### src/rtl/cdr_pkg.sv
// Shared constants and phase-decision type for the clock/data recovery phase controller.
package cdr_pkg;

    localparam int NB_P_W   = 6;
    localparam int NB_P_NOM = 25;
    localparam int THRESH   = 4;
    localparam int ACC_W    = 4;

    typedef enum logic [1:0] {
        PD_NONE  = 2'd0,
        PD_EARLY = 2'd1,
        PD_LATE  = 2'd2
    } pd_dec_e;

endpackage

### src/rtl/cdr_loop_filter.sv
// Saturating early/late accumulator that selects the symbol period for the next symbol.
module cdr_loop_filter
    import cdr_pkg::*;
#(
    parameter int NB_P_NOM = cdr_pkg::NB_P_NOM,
    parameter int THRESH   = cdr_pkg::THRESH,
    parameter int ACC_W    = cdr_pkg::ACC_W
) (
    input  logic              i_clk,
    input  logic              i_rst,
    input  pd_dec_e           i_dec,
    input  logic              i_en_freq_synch,
    output logic [NB_P_W-1:0] o_nb_P
);

    localparam logic signed [ACC_W-1:0]  ACC_MAX = ACC_W'((2 ** (ACC_W - 1)) - 1);
    localparam logic signed [ACC_W-1:0]  ACC_MIN = ACC_W'(-((2 ** (ACC_W - 1)) - 1));
    localparam logic signed [ACC_W-1:0]  THR_POS = ACC_W'(THRESH);
    localparam logic signed [ACC_W-1:0]  THR_NEG = ACC_W'(-THRESH);
    localparam logic signed [ACC_W-1:0]  ACC_ONE = ACC_W'(1);
    localparam logic [NB_P_W-1:0]        NB_NOM  = NB_P_W'(NB_P_NOM);
    localparam logic [NB_P_W-1:0]        NB_SLOW = NB_P_W'(NB_P_NOM + 1);
    localparam logic [NB_P_W-1:0]        NB_FAST = NB_P_W'(NB_P_NOM - 1);

    logic signed [ACC_W-1:0] r_acc;
    logic signed [ACC_W-1:0] w_acc_upd;
    logic signed [ACC_W-1:0] w_acc_nxt;
    logic [NB_P_W-1:0]       r_nb_p;
    logic [NB_P_W-1:0]       w_nb_p_nxt;

    // NOTE: every variable assigned in always_comb gets a default first, so no path can infer a latch.
    always_comb begin
        w_acc_upd = r_acc;
        if (i_dec == PD_EARLY && r_acc != ACC_MAX) begin
            w_acc_upd = r_acc + ACC_ONE;
        end else if (i_dec == PD_LATE && r_acc != ACC_MIN) begin
            w_acc_upd = r_acc - ACC_ONE;
        end

        // Threshold sees the accumulator including this cycle's decision.
        w_acc_nxt  = w_acc_upd;
        w_nb_p_nxt = r_nb_p;
        if (i_en_freq_synch) begin
            if (w_acc_upd >= THR_POS) begin
                w_nb_p_nxt = NB_SLOW;
                w_acc_nxt  = '0;
            end else if (w_acc_upd <= THR_NEG) begin
                w_nb_p_nxt = NB_FAST;
                w_acc_nxt  = '0;
            end else begin
                w_nb_p_nxt = NB_NOM;
            end
        end
    end

    // NOTE: state registers use non-blocking assignments so all flops update together at the edge.
    always_ff @(posedge i_clk) begin
        if (i_rst) begin
            r_acc  <= '0;
            r_nb_p <= NB_NOM;
        end else begin
            r_acc  <= w_acc_nxt;
            r_nb_p <= w_nb_p_nxt;
        end
    end

    assign o_nb_P = r_nb_p;

endmodule

### src/rtl/cdr_phase_ctrl.sv
// Early/late phase detector on three per-symbol samples, feeding a loop filter that trims the symbol period.
module cdr_phase_ctrl
    import cdr_pkg::*;
#(
    parameter int NB_P_NOM = cdr_pkg::NB_P_NOM,
    parameter int THRESH   = cdr_pkg::THRESH,
    parameter int ACC_W    = cdr_pkg::ACC_W
) (
    input  logic              i_clk,
    input  logic              i_rst,
    input  logic              i_data,
    input  logic              i_en_d,
    input  logic              i_en_m,
    input  logic              i_en_f,
    input  logic              i_en,
    input  logic              i_en_freq_synch,
    output logic [NB_P_W-1:0] o_nb_P,
    output logic              o_bit,
    output logic              o_bit_valid,
    output logic              o_early,
    output logic              o_late
);

    logic    r_s_d, r_s_m, r_s_f;
    logic    r_bit, r_bit_valid, r_early, r_late;
    pd_dec_e w_dec;
    pd_dec_e w_dec_gated;

    // A transition inside the symbol lands on whichever half the middle sample disagrees with.
    always_comb begin
        w_dec = PD_NONE;
        if (r_s_d ^ r_s_f) begin
            w_dec = (r_s_m == r_s_f) ? PD_LATE : PD_EARLY;
        end
        w_dec_gated = i_en ? w_dec : PD_NONE;
    end

    // NOTE: synchronous reset is sampled only on the clock edge; it clears samples and pulses alike.
    always_ff @(posedge i_clk) begin
        if (i_rst) begin
            r_s_d       <= 1'b0;
            r_s_m       <= 1'b0;
            r_s_f       <= 1'b0;
            r_bit       <= 1'b0;
            r_bit_valid <= 1'b0;
            r_early     <= 1'b0;
            r_late      <= 1'b0;
        end else begin
            if (i_en_d) r_s_d <= i_data;
            if (i_en_m) r_s_m <= i_data;
            if (i_en_f) r_s_f <= i_data;
            if (i_en)   r_bit <= r_s_m;
            r_bit_valid <= i_en;
            r_early     <= (w_dec_gated == PD_EARLY);
            r_late      <= (w_dec_gated == PD_LATE);
        end
    end

    cdr_loop_filter #(
        .NB_P_NOM (NB_P_NOM),
        .THRESH   (THRESH),
        .ACC_W    (ACC_W)
    ) u_loop_filter (
        .i_clk           (i_clk),
        .i_rst           (i_rst),
        .i_dec           (w_dec_gated),
        .i_en_freq_synch (i_en_freq_synch),
        .o_nb_P          (o_nb_P)
    );

    assign o_bit       = r_bit;
    assign o_bit_valid = r_bit_valid;
    assign o_early     = r_early;
    assign o_late      = r_late;

endmodule

### config.mk
export PLATFORM = sky130hd
export DESIGN_NAME = cdr_phase_ctrl
export DESIGN_NICKNAME = d
export VERILOG_FILES = /design/src/rtl/cdr_pkg.sv /design/src/rtl/cdr_loop_filter.sv /design/src/rtl/cdr_phase_ctrl.sv
export SDC_FILE = /design/constraint.sdc
export NUM_CORES = 1
export LEC_CHECK = 0
export ABC_AREA = 1
export BUFFER_PORTS_ARGS = -buffer_cell sky130_fd_sc_hd__buf_2
export CORE_UTILIZATION = 50
export DETAILED_ROUTE_END_ITERATION = 6
export PLACE_DENSITY = 0.75
export SLEW_MARGIN = 20
export SYNTH_ARGS = -nofsm -noshare
export SYNTH_HDL_FRONTEND = slang
export SYNTH_HIERARCHICAL = 1
export SYNTH_SLANG_ARGS = --single-unit
### constraint.sdc
create_clock -name i_clk -period 2.6 [get_ports i_clk]
set_clock_uncertainty 0.2 [all_clocks]
set_input_delay 0.26 -clock i_clk [delete_from_list [all_inputs] [get_ports i_clk]]
set_output_delay 0.26 -clock i_clk [all_outputs]
set_load 0.02 [all_outputs]
==> results.json, run 1 <==
{
  "run_status": "complete, no violations",
  "criticalPathCategory": "register to register",
  "rsz0062_at_grt": "false",
  "ant_nets": 0,
  "grt_max_degree": 11,
  "cap_violations": 0,
  "post_drt_via_cell_ratio": 4.64,
  "firstDrtPassIters": 4,
  "hold_path_class": "input pin to register",
  "syn_inst": 118,
  "placementRows": 14,
  "cts_setup_buffers": 0,
  "start_kind": "register",
  "ys_seq_elements": 13,
  "synth_top_area_share_pct": 32.5,
  "synthesis.area_um2": 801,
  "cts_buffers": 3,
  "synth_top_area_cell": "dfxtp_1",
  "cellLeakagePower_nw": 0.476,
  "grt_use_total_pct": 17.6,
  "min_period_over_period_pct": 78.2,
  "cp_max_fo": 7,
  "grt_pass1_wl_um": 2400,
  "vias": 706,
  "pwr-share-comb_pct": 30.4,
  "synth_area_leaders": "dfxtp_1 33%, nand2_1 15%, inv_1 7.5%",
  "cts_tree": "yes",
  "ios": 18,
  "cts_buffer_depth": 2,
  "final_cells": 152,
  "clock_sinks": 13,
  "cts-root-buf": "clkbuf_4",
  "drt-wirelength-per-cell_um": 8.91,
  "switchingPower_w": 0.000175,
  "syn2layout_area_growth_pct": 14.8,
  "drc": 0,
  "die_x_um": 42.0,
  "post-route-min-period_ns": 2.03,
  "min_path_cells": 2,
  "gp_congestion": 0.788,
  "dr.first_iter.drc_count": 11,
  "initial_core_util_pct": 53.2,
  "htreeDepth": 1,
  "path_clk_slew_ns": 0.08,
  "synth.avg_cell_area_um2": 6.79,
  "pwr_density_cell_mw_per_mm2": 555,
  "grt_overflow": 0,
  "grt_pass1_vias": 627,
  "die_area_mm2": 0.00177,
  "insertion_delay_ns": 0.27,
  "post_cts_resized": 0,
  "die_y_um": 42.0,
  "final_core_util_pct": 61.0,
  "drive_above_1_share_pct": 25.0,
  "ir_worst_vdd_uv": 361,
  "finalWirelength_um": 1360,
  "port-buffer-count": 13,
  "max_freq_mhz": 492,
  "yosysWarnings": 6,
  "cts_hold_buf": 3,
  "setup_tns_ns": 0,
  "final_max_slew_viol_count": 0,
  "antenna_found_initial": 0,
  "seq_power_share_pct": 45.6,
  "end_kind": "register",
  "crit_required_ns": 2.57,
  "internal-power_w": 0.000335,
  "p_clk_share_pct": 24.0,
  "hold_viol_final": 0,
  "place.detailed.hpwl_um": 1030,
  "core_mm2": 0.00151,
  "nets": 148,
  "reg2reg_slack_ns": 0.57,
  "power.share.switching_pct": 34.3,
  "seq_area_frac_synth_pct": 32.5,
  "crit_arrival_ns": 2.00,
  "antennaDiodeCount": 0,
  "synth_cell_type_count": 20,
  "setup_viol": 0,
  "reg2reg_depth": 14,
  "post-place-cells": 145
}
-- path summary, 6_finish.rpt --
path / start / end
worst max-delay path: r_s_f / u_loop_filter/r_acc[2]
worst min register to register: u_loop_filter/o_nb_P[0] / u_loop_filter/o_nb_P[0]
worst min-delay path: i_en / o_bit
worst max register to register: r_s_f / u_loop_filter/r_acc[2]
-- cell families after synthesis --
kind of cell             Yosys count  synth area share (%)
AND/OR/NAND/NOR                   70                  40.9
buffers and inverters             21                  11.7
flip-flops                        13                  32.5
AO/OA/AOI/OAI                      9                  9.22
adder cells (fa/ha/maj)            3                  4.69
other                              2                 0.938
-- worst max-delay path, stage by stage, from the launching register on --
cell and delay, ns:
dfxtp_1 0.36, nand2_1 0.08, nand2_1 0.06, nor2_2 0.09, nand2_1 0.07, inv_1 0.07, inv_1 0.04, nor2_1 0.19
nand2_4 0.13, o21ai_2 0.18, nand3_1 0.11, nand2_2 0.11, nand3_2 0.11, nand2_1 0.09, nor2_1 0.04
-- synthesized netlist by cell type, drive strengths merged --
library cell  number
nor3               1
or2                1
buf                4
conb               2
ha                 3
inv               17
nor2              15
a21oi              4
o21ai              1
a211oi             4
dfxtp             13
nand2             40
nand3             13
-- registers in the layout, indices dropped and copies added (netlist names) --
name / count
o_bit_valid: 1
o_bit: 1
o_early: 1
u_loop_filter/o_nb_P: 2
r_s_f: 1
u_loop_filter/r_acc: 4
r_s_d: 1
r_s_m: 1
o_late: 1
-- final cells by class --
type                            instances  area [um2]
Tap cell                               16        20.0
Inverter                               17        63.8
Timing Repair Buffer                   16        95.1
Clock buffer                            4        26.3
Multi-Input combinational cell         86         454
Sequential cell                        13         260
Fill cell                             152         587
-- power by group through the flow --
stage | Sequential [W] | Clock [W] | Combinational [W]
2_1_floorplan | 0.000241 | 0 | 0.000118
3_3_place_gp | 0.000236 | 0 | 0.000148
3_5_place_dp | 0.000237 | 0 | 0.000152
4_1_cts | 0.000232 | 0.000126 | 0.000156
5_1_grt | 0.000235 | 0.000134 | 0.000179
6_report | 0.000232 | 0.000122 | 0.000155
-- metal layers --
| metal | GRT usage [%] | share of wire, % | up-vias |
|---|---|---|---|
| met3 | 1.29 | 2.1 | 2 |
| met4 | 11.3 | 1.3 | 0 |
| met5 | 0 | 0 | - |
| met2 | 29.1 | 47 | 12 |
| met1 | 22.3 | 50 | 300 |
| li1 | - | - | 392 |
-- through the flow --
| step | instance area (um2) | hold slack [ns] | setup slack [ns] | power (W) |
|---|---|---|---|---|
| CTS | 920 | 0.0130 | 0.563 | 0.000514 |
| global placement | 863 | 0.250 | 0.619 | 0.000384 |
| floorplan | 808 | 0.122 | 0.745 | 0.000359 |
| finish | 920 | 0.0247 | 0.567 | 0.000510 |
| detailed placement | 863 | 0.257 | 0.580 | 0.000389 |
| global route | 920 | 0.0158 | 0.311 | 0.000548 |
-- cells in the final DEF (no fill, tap or decap), drive strengths merged --
master / n
nor3: 1
inv: 17
or2: 1
ha: 3
nand3: 13
conb: 4
a211oi: 4
buf: 13
a21oi: 4
dfxtp: 13
nor2: 15
dlygate4sd3: 3
nand2: 40
clkbuf: 4
o21ai: 1
No activity file was read; power rests on OpenSTA's default activity.
==> inputs of run 2 (changes only) <==
==> constraint.sdc (replaced) <==
create_clock -name i_clk -period 2.1 [get_ports i_clk]
set_clock_uncertainty 0.2 [all_clocks]
set_input_delay 0.21 -clock i_clk [delete_from_list [all_inputs] [get_ports i_clk]]
set_output_delay 0.21 -clock i_clk [all_outputs]
set_load 0.02 [all_outputs]
==> run 2 against run 1 <==
Register-to-register slack got worse by 0.46 ns. Critical path depth increased by 2. First-iteration DRC count decreased by 64%. Die area unchanged. Cell count increased by 3.3%. Worst hold slack improved by 0.0037 ns. Utilization increased by 7.1 points. Via count increased by 6.9%. Sequential share of layout area decreased by 2.4 points. Fmax increased by 2.1%. Sequential cell count unchanged. Routed wire length increased by 14%. Largest cell class unchanged.
==> results.json, run 2 (synthesis gave the netlist of run 1 again) <==
{
  "dr.first_iter.drc_count": 4,
  "max_freq_mhz": 503,
  "cellLeakagePower_nw": 0.505,
  "crit_required_ns": 2.06,
  "hold_path_class": "input pin to register",
  "ant_nets": 0,
  "drt-wirelength-per-cell_um": 9.88,
  "start_kind": "register",
  "gp_congestion": 0.783,
  "antennaDiodeCount": 0,
  "nFillCells": 133,
  "criticalPathCategory": "register to register",
  "grt_pass1_wl_um": 2330,
  "layout_common_cells": "28 x nand2_1, 13 x inv_1, 13 x buf_2, 11 x dfxtp_1, 9 x nand2_2",
  "crit_chain": "nand2_2 -> nand2_1 -> nor2_2 -> nand2_1 -> inv_2 -> buf_4 -> nor2_4 -> nand2_4 -> nand2_2 -> o21ai_4 -> nand2_2 -> nand2_1 -> nand2_2 -> nand3_2 -> nand2_1 -> nor2_2",
  "critPathSlowestCell": "dfxtp_1",
  "reg2reg_slack_ns": 0.11,
  "cts_buffers": 3,
  "critPathTopFamily": "simple AND/OR/NAND/NOR gates",
  "cts_tree": "yes",
  "pwr_density_cell_mw_per_mm2": 652,
  "clock_sinks": 13,
  "vias": 755,
  "ir_worst_vdd_uv": 544,
  "regMostFlops": "u_loop_filter/r_acc",
  "antenna_found_initial": 0,
  "core_mm2": 0.00151,
  "htreeDepth": 1,
  "timing.rr.end": "u_loop_filter/r_acc[1]",
  "run_status": "complete, no violations",
  "drive_above_1_share_pct": 39.7,
  "grt_use_total_pct": 16.8,
  "ios": 18,
  "path_clk_slew_ns": 0.07,
  "min_to": "u_loop_filter/o_nb_P[1]",
  "die_x_um": 42.0,
  "syn2layout_area_growth_pct": 28.1,
  "cts-root-buf": "clkbuf_4",
  "die_y_um": 42.0,
  "place.detailed.hpwl_um": 1080,
  "placementRows": 14,
  "route.met2.wl_um": 814,
  "min-delay-start": "i_rst",
  "hold_viol_final": 0,
  "reg2reg_depth": 16,
  "register_area_um2": 265,
  "grt_pass1_vias": 587,
  "nets": 153,
  "multi_input_area_um2": 515,
  "die_area_mm2": 0.00177,
  "cap_violations": 0,
  "wl_met1_um": 680,
  "cp_max_fo": 7,
  "min_path_cells": 2,
  "firstDrtPassIters": 4,
  "drc": 0,
  "r2r-start": "r_s_d",
  "final_max_slew_viol_count": 0,
  "placed_area_um2": 871,
  "min_period_over_period_pct": 94.8,
  "crit_arrival_ns": 1.95,
  "design_area_mm2": 0.00103,
  "cpPeakStageDelay_ns": 0.39,
  "grt_max_degree": 11,
  "finalWirelength_um": 1550,
  "top_layer": "met4",
  "worst-path-buf-inv": 2,
  "wl_met3_um": 46,
  "setup_viol": 0,
  "largest_reg_flops": 4,
  "grt_overflow": 0,
  "post_drt_via_cell_ratio": 4.81,
  "post-route-min-period_ns": 1.99,
  "cts_buffer_depth": 2,
  "end_kind": "register",
  "port-buffer-count": 13,
  "insertion_delay_ns": 0.26,
  "final_common_cell": "nand2_1",
  "rsz0062_at_grt": "true",
  "fin_total_pwr_w": 0.000669,
  "initial_core_util_pct": 53.2
}
==> run 2: cell types whose count changed in the layout (fill, tap and decap cells not counted), sizes merged <==
cell         change
dlygate4sd3      +1
buf              +4
==> run 2: power breakdown <==
group	switching [W]	internal (W)	total (W)
clock	0.0000725	0.0000734	0.000146
sequential	0.0000221	0.000267	0.000289
combinational	0.000140	0.0000943	0.000235
total	0.000235	0.000434	0.000669
==> run 2: final cells by class <==
class | count | area share [%]
clock buffer | 4 | 2.56
inverter | 17 | 6.22
multi-input combinational | 86 | 50.2
sequential | 13 | 25.9
tap | 16 | 1.95
timing repair buffer | 21 | 13.2
==> run 2: per-layer routing <==
metal | track usage (%) | vias to the layer above
li1 | - | 406
met5 | 0 | -
met2 | 29.4 | 18
met4 | 7.50 | 0
met3 | 1.29 | 2
met1 | 21.2 | 329
==> run 2: what timing repair did <==
item,in CTS,in global routing
setup endpoints to repair,0,6
hold buffers,4,0
endpoints found under the hold margin,5,0
gates resized for setup,0,23
buffers inserted,0,3
==> run 2: worst max-delay path by stage <==
stage | from | to | slack, ns | depth (start not counted)
5_1_grt | r_s_f | u_loop_filter/r_acc[1] | -0.04 | 15
4_1_cts | r_s_f | u_loop_filter/r_acc[1] | 0.06 | 13
3_3_place_gp | r_s_f | u_loop_filter/r_acc[1] | 0.11 | 14
3_5_place_dp | r_s_f | u_loop_filter/r_acc[1] | 0.08 | 13
2_1_floorplan | r_s_f | u_loop_filter/r_acc[3] | 0.24 | 14
6_report | r_s_d | u_loop_filter/r_acc[1] | 0.11 | 16
==> run 2: per-stage QoR <==
step / cells / utilization (%) / hold WS [ns] / TNS, ns / setup slack [ns]
5_1_grt: 157 / 68.1 / 0.0277 / -0.0887 / -0.0395
3_5_place_dp: 146 / 57.8 / 0.215 / 0 / 0.0755
3_3_place_gp: 146 / 57.8 / 0.207 / 0 / 0.113
6_report: 157 / 68.1 / 0.0283 / 0 / 0.110
2_1_floorplan: 120 / - / 0.0724 / 0 / 0.245
4_1_cts: 154 / 62.2 / 0.0181 / 0 / 0.0594
==> run 2: worst reg2reg max path, stage by stage (launching register included) <==
cell,delay [ns]
dfxtp_1,0.39
nand2_2,0.06
nand2_1,0.07
nor2_2,0.04
nand2_1,0.08
inv_2,0.04
buf_4,0.13
nor2_4,0.12
nand2_4,0.11
nand2_2,0.10
o21ai_4,0.07
nand2_2,0.06
nand2_1,0.07
nand2_2,0.10
nand3_2,0.12
nand2_1,0.11
nor2_2,0.03
